**src/rtl/xfade_source_mux_if.sv**
```systemverilog
// Sample-strobed source-select bus between the oscillator bank and the crossfading mux.
interface xfade_source_mux_if #(
  parameter int WIDTH    = 16,
  parameter int CHANNELS = 16,
  parameter int SEL_W    = 4
);
  logic                      i_sample_en;
  logic [SEL_W-1:0]          i_select;
  logic [CHANNELS*WIDTH-1:0] i_data;
  logic [WIDTH-1:0]          o_output;
  logic                      o_valid;
  logic                      o_busy;
  logic [SEL_W-1:0]          o_active_sel;

  modport master (
    output i_sample_en, i_select, i_data,
    input  o_output, o_valid, o_busy, o_active_sel
  );

  modport slave (
    input  i_sample_en, i_select, i_data,
    output o_output, o_valid, o_busy, o_active_sel
  );
endinterface

```
**src/rtl/xfade_source_mux.sv**
```systemverilog
// N-channel registered source selector that crossfades linearly over 2^FADE_LOG2
// sample strobes whenever the requested source changes.
module xfade_source_mux #(
  parameter int WIDTH     = 16,
  parameter int CHANNELS  = 16,
  parameter int SEL_W     = 4,
  parameter int FADE_LOG2 = 6
) (
  input  logic                 i_clk,
  input  logic                 i_rst_n,
  xfade_source_mux_if.slave    bus
);
  localparam int N    = 1 << FADE_LOG2;
  localparam int KW   = FADE_LOG2 + 1;
  localparam int WW   = FADE_LOG2 + 2;
  localparam int SW   = WIDTH + WW;
  localparam int NSEL = 1 << SEL_W;
  localparam logic [KW-1:0] K_LAST = KW'(N - 1);
  localparam bit HAS_FADE = (FADE_LOG2 > 0);

  typedef enum logic {IDLE, FADE} state_t;

  state_t           state_q, state_d;
  logic [KW-1:0]    k_q, k_d;
  logic [SEL_W-1:0] cur_q, cur_d, tgt_q, tgt_d;
  logic [WIDTH-1:0] out_q, out_d;
  logic             valid_q, valid_d, busy_q, busy_d;

  // Selector space padded to 2^SEL_W so any select value indexes safely.
  logic signed [WIDTH-1:0] ch [NSEL];
  logic [NSEL-1:0]         sel_in_range;

  generate
    for (genvar c = 0; c < NSEL; c++) begin : g_ch
      if (c < CHANNELS) begin : g_live
        assign ch[c]           = bus.i_data[c*WIDTH +: WIDTH];
        assign sel_in_range[c] = 1'b1;
      end else begin : g_pad
        assign ch[c]           = '0;
        assign sel_in_range[c] = 1'b0;
      end
    end
  endgenerate

  // In IDLE k is 0, so the same mix path yields the pure current source.
  logic [WW-1:0]         w_tgt, w_cur;
  logic signed [SW-1:0]  sum;
  logic [WIDTH-1:0]      mix;

  assign w_tgt = {1'b0, k_q};
  assign w_cur = WW'(N) - w_tgt;
  assign sum   = ch[cur_q] * $signed(w_cur) + ch[tgt_q] * $signed(w_tgt);
  assign mix   = WIDTH'(sum >>> FADE_LOG2);

  always_comb begin
    state_d = state_q;
    k_d     = k_q;
    cur_d   = cur_q;
    tgt_d   = tgt_q;
    out_d   = out_q;
    valid_d = 1'b0;
    busy_d  = busy_q;
    if (bus.i_sample_en) begin
      valid_d = 1'b1;
      out_d   = mix;
      case (state_q)
        IDLE: begin
          if (sel_in_range[bus.i_select] && (bus.i_select != cur_q)) begin
            if (HAS_FADE) begin
              tgt_d   = bus.i_select;
              k_d     = KW'(1);
              busy_d  = 1'b1;
              state_d = FADE;
            end else begin
              out_d = ch[bus.i_select];
              cur_d = bus.i_select;
            end
          end
        end
        FADE: begin
          if (k_q == K_LAST) begin
            cur_d   = tgt_q;
            k_d     = '0;
            busy_d  = 1'b0;
            state_d = IDLE;
          end else begin
            k_d = k_q + KW'(1);
          end
        end
        default: state_d = IDLE;
      endcase
    end
  end

  always_ff @(posedge i_clk) begin
    if (!i_rst_n) begin
      state_q <= IDLE;
      k_q     <= '0;
      cur_q   <= '0;
      tgt_q   <= '0;
      out_q   <= '0;
      valid_q <= 1'b0;
      busy_q  <= 1'b0;
    end else begin
      state_q <= state_d;
      k_q     <= k_d;
      cur_q   <= cur_d;
      tgt_q   <= tgt_d;
      out_q   <= out_d;
      valid_q <= valid_d;
      busy_q  <= busy_d;
    end
  end

  assign bus.o_output     = out_q;
  assign bus.o_valid      = valid_q;
  assign bus.o_busy       = busy_q;
  assign bus.o_active_sel = cur_q;
endmodule

```
**src/flat_wrapper.sv**
```systemverilog
// flat-port wrapper written by rule: the top's interface ports become plain ports
module xfade_source_mux_flat 
#(
  parameter int WIDTH     = 16,
  parameter int CHANNELS  = 16,
  parameter int SEL_W     = 4,
  parameter int FADE_LOG2 = 6
)
  (i_clk, i_rst_n, bus_i_sample_en, bus_i_select, bus_i_data, bus_o_output, bus_o_valid, bus_o_busy, bus_o_active_sel);
  xfade_source_mux_if #(.WIDTH(WIDTH), .CHANNELS(CHANNELS), .SEL_W(SEL_W)) bus_i ();
  input  logic i_clk;
  input  logic i_rst_n;
  input wire logic [$bits(bus_i.i_sample_en)-1:0] bus_i_sample_en;
  input wire logic [$bits(bus_i.i_select)-1:0] bus_i_select;
  input wire logic [$bits(bus_i.i_data)-1:0] bus_i_data;
  output wire logic [$bits(bus_i.o_output)-1:0] bus_o_output;
  output wire logic [$bits(bus_i.o_valid)-1:0] bus_o_valid;
  output wire logic [$bits(bus_i.o_busy)-1:0] bus_o_busy;
  output wire logic [$bits(bus_i.o_active_sel)-1:0] bus_o_active_sel;
  assign bus_i.i_sample_en = bus_i_sample_en;
  assign bus_i.i_select = bus_i_select;
  assign bus_i.i_data = bus_i_data;
  assign bus_o_output = bus_i.o_output;
  assign bus_o_valid = bus_i.o_valid;
  assign bus_o_busy = bus_i.o_busy;
  assign bus_o_active_sel = bus_i.o_active_sel;
  xfade_source_mux #(.WIDTH(WIDTH), .CHANNELS(CHANNELS), .SEL_W(SEL_W), .FADE_LOG2(FADE_LOG2)) u_core (.i_clk(i_clk), .i_rst_n(i_rst_n), .bus(bus_i));
endmodule
```
**config.mk**
```make
export PLATFORM = sky130hd
export DESIGN_NAME = xfade_source_mux_flat
export DESIGN_NICKNAME = d
export VERILOG_FILES = /design/src/rtl/xfade_source_mux_if.sv /design/src/rtl/xfade_source_mux.sv /design/src/flat_wrapper.sv
export SDC_FILE = /design/constraint.sdc
export NUM_CORES = 1
export LEC_CHECK = 0
export CAP_MARGIN = 20
export CORE_ASPECT_RATIO = 0.75
export CORE_MARGIN = 10
export CORE_UTILIZATION = 42
export CTS_BUF_LIST = sky130_fd_sc_hd__clkbuf_4 sky130_fd_sc_hd__clkbuf_8 sky130_fd_sc_hd__clkbuf_16
export DETAILED_ROUTE_END_ITERATION = 8
export PLACE_DENSITY = 0.69
export SYNTH_ARGS = -nofsm -noshare
export SYNTH_HDL_FRONTEND = slang
export SYNTH_SLANG_ARGS = --single-unit
```
**constraint.sdc**
```tcl
create_clock -name i_clk -period 10.8 [get_ports i_clk]
set_input_delay 2.16 -clock i_clk [delete_from_list [all_inputs] [get_ports i_clk]]
set_output_delay 2.16 -clock i_clk [all_outputs]
set_load 0.005 [all_outputs]
```
==> results.txt <==
cells taking the most area after synthesis = sky130_fd_sc_hd__fa_1 31%, sky130_fd_sc_hd__mux4_2 23%, sky130_fd_sc_hd__inv_1 7.7%
highest-utilization routing layer at the global route stage = met2
# clock sinks = 34
number of top-level pins = 285
combined area of all synthesized cells = 0.0136 mm2
proportion of synthesized flip-flops having asynchronous set or reset = 0%
buffer type at the clock tree root = sky130_fd_sc_hd__clkbuf_16
startpoint-to-endpoint class of the critical path = input port to flip-flop
Post-Place Worst Slack = 1060 ps
Critical Path Start Type = input port
count of cells along the worst register-to-register path = 26
number of cells on the worst hold path = 1
Chip Width = 227 um
Internal Power = 0.00110 W
via count of the first global-routing pass = 12300
TritonCTS buffer count = 5
number of resized instances in the post-cts repair step = 0
count of max-cap constraint violations = 0
Initial DRT Pass Iterations = 5
Slew Viols, Final = 0
maximum number of buffers from clock root to sink = 2
Final setup violation count = 0
Finished Cell Area = 0.0171 mm2
number of enable flip-flop cells after synthesis = 0
starting utilization of the core area = 43.0%
clock tree from TritonCTS = yes
placed cell area = 0.0168 mm2
global routing met3 resource utilization = 5.14%
Max-slew headroom = 25.2%
post-CTS setup repair buffer count = 0
leading register cell type out of synthesis = sky130_fd_sc_hd__dfxtp_1
Comb power frac = 83.2%
synth warn = 0
Final ANT Viol Nets = 0
fillers = 2797
Lkg Pwr = 7.30 nW
slowest cell on the critical path = sky130_fd_sc_hd__o21ai_1
met1 Usage GRT = 33.7%
routability cong. = 0.914
Synth Area per Inst = 9.90 um2
unrepaired setup endpoints after global routing = no
total half-perimeter wirelength after legalization and detailed placement = 39800 um
leading cell type in the layout, fill and taps excluded = sky130_fd_sc_hd__clkdlybuf4s50_1
largest incremental delay on the critical path = 680 ps
clock-pin slew of the registers on the worst-case setup and hold paths = 60 ps
Synth top area share = 30.9%
type of destination of the critical path = flip-flop
clock latency at the later pin of the worst-skew pair = 280 ps
row count = 56
area leader, netlist = sky130_fd_sc_hd__fa_1
overall die height = 176 um
number of port buffers = 284
drt total wl = 47400 um
per-cell routed wire length = 23.3 um
cells after synthesis = 1369
DRC violation total after the first TritonRoute iteration = 1012
highest ir drop seen on vdd = 0.000127 V
Switching Share = 50.2%
H-Tree Depth = 2
number of hold violations in the final report = 0
fraction of final layout cells with drive strength greater than 1 = 12.5%
status = complete, no violations
Post-Route Skew = 6.50 ps
min setup slack post-route = 1280 ps
per-cell via count in the routed design = 5.65
utilization after layout = 54.1%
initial antenna violation count = 7
top fanout value on the critical path = 8
portion of the post-synthesis area used by sequential elements = 5.02%
Tcrit/Tclk final = 88.2%
PwrDens = 130 mW/mm2
CP required = 10970 ps
highest-count cells in the layout ignoring fill and taps = 284 x sky130_fd_sc_hd__clkdlybuf4s50_1, 277 x sky130_fd_sc_hd__inv_1, 209 x sky130_fd_sc_hd__fa_1, 140 x sky130_fd_sc_hd__nand2_1, 138 x sky130_fd_sc_hd__mux4_2
global-route wire length before repair = 74500 um
number of distinct library cells after synthesis = 59
number of synthesized register bits = 34
slew at the pin with the worst max-slew slack = 1120 ps
placeable core area = 0.0315 mm2
Area Growth Syn to Fin = 25.8%
Clk pwr share = 8.7%
final-stage net count = 2169
GRT Resource Usage Total = 24.2%
type of the tightest min-delay check = flip-flop to flip-flop
hold buffer count at cts = 0
Die Footprint = 0.0399 mm2
most frequent cell on the critical path = sky130_fd_sc_hd__fa_1
net switching power = 0.00111 W
Net Count, Synth = 1920
global-route track usage on met2 = 38.0%
WP data arrival = 9700 ps
final total power = 0.00221 W
Flop pwr share = 8.0%
via total after detailed routing = 11500
residual overflow from global routing = 0
peak clock frequency supported by timing = 105 MHz
Post-Route Setup TNS = 0 ps
Final Critical Period = 9520 ps
post-route DRC violation count = 0
maximum number of pins on one net before global-route repair = 42
## stage by stage
| stage | instances | hold slack, ps |
|---|---|---|
| finish | 2032 | 502 |
| global route | 2032 | 521 |
| CTS | 2025 | 508 |
| detailed placement | 2017 | 492 |
| global placement | 2017 | 492 |
| floorplan | 1369 | 466 |
## power by group through the flow
stage	clock [W]	sequential [W]	combinational (W)
final	0.000193	0.000177	0.00184
after global routing	0.000199	0.000179	0.00206
after CTS	0.000194	0.000176	0.00182
after detailed placement	0	0.000178	0.00179
after global placement	0	0.000180	0.00176
after floorplan	0	0.000164	0.00122
## cell usage after synthesis (14+ instances only)
library cell,n
sky130_fd_sc_hd__inv_1,277
sky130_fd_sc_hd__fa_1,209
sky130_fd_sc_hd__nand2_1,140
sky130_fd_sc_hd__mux4_2,138
sky130_fd_sc_hd__nor2_1,100
sky130_fd_sc_hd__ha_1,79
sky130_fd_sc_hd__and2_1,74
sky130_fd_sc_hd__clkbuf_1,50
sky130_fd_sc_hd__dfxtp_1,34
sky130_fd_sc_hd__xnor2_1,25
sky130_fd_sc_hd__nand3_1,23
sky130_fd_sc_hd__mux2i_1,22
sky130_fd_sc_hd__o21ai_0,18
sky130_fd_sc_hd__nor2b_1,17
sky130_fd_sc_hd__buf_2,15
sky130_fd_sc_hd__xor2_1,14
## critical path: cells and delay by family
kind            cells  cell delay (ps)
simple gates        4              600
mux                 1              480
buf+inv             5              660
fa+ha+maj           7             3430
compound gates      9             2360
## per-layer routing
layer | up-vias | wire [um]
li1 | 5008 | -
met4 | 0 | 1010
met1 | 5821 | 20300
met5 | - | 0
met3 | 59 | 4330
met2 | 586 | 21800
## path summary, 6_finish.rpt
| kind | start | endpoint | slack (ps) |
|---|---|---|---|
| setup reg to reg | u_core.k_q[0]$_SDFFE_PN0P_ | u_core.bus.o_output[14]$_SDFFE_PN0P_ | 2170 |
| hold / removal | u_core.bus.o_output[1]$_SDFFE_PN0P_ | u_core.bus.o_output[1]$_SDFFE_PN0P_ | 500 |
| setup / recovery | bus_i_data[178] | u_core.bus.o_output[14]$_SDFFE_PN0P_ | 1280 |
| hold reg to reg | u_core.bus.o_output[1]$_SDFFE_PN0P_ | u_core.bus.o_output[1]$_SDFFE_PN0P_ | 500 |
## cells by family after synthesis
logic type               synth area share (%)
AND/OR/NAND/NOR                          14.0
buffers and inverters                    9.89
adder cells (fa/ha/maj)                  38.2
multiplexers                             26.0
AO/OA/AOI/OAI                            4.38
XOR/XNOR                                 2.52
flip-flops                               5.02
## sequential cells by signal, summed over array words and instances (netlist names)
register                 count
u_core.k_q                   7
u_core.state_q               1
u_core.bus.o_valid           1
u_core.bus.o_output         16
u_core.bus.o_active_sel      4
u_core.bus.o_busy            1
u_core.tgt_q                 4
## layout make-up
| type | count | area (um2) | share of cell area, % |
|---|---|---|---|
| Sequential cell | 34 | 691 | 4.05 |
| Tap cell | 406 | 508 | 2.98 |
| Antenna cell | 7 | 17.5 | 0.103 |
| Inverter | 278 | 1040 | 6.12 |
| Clock inverter | 3 | 68.8 | 0.404 |
| Clock buffer | 5 | 125 | 0.734 |
| Timing Repair Buffer | 314 | 3070 | 18.0 |
| Multi-Input combinational cell | 985 | 11500 | 67.6 |
Power figures use the tool's default switching activity.
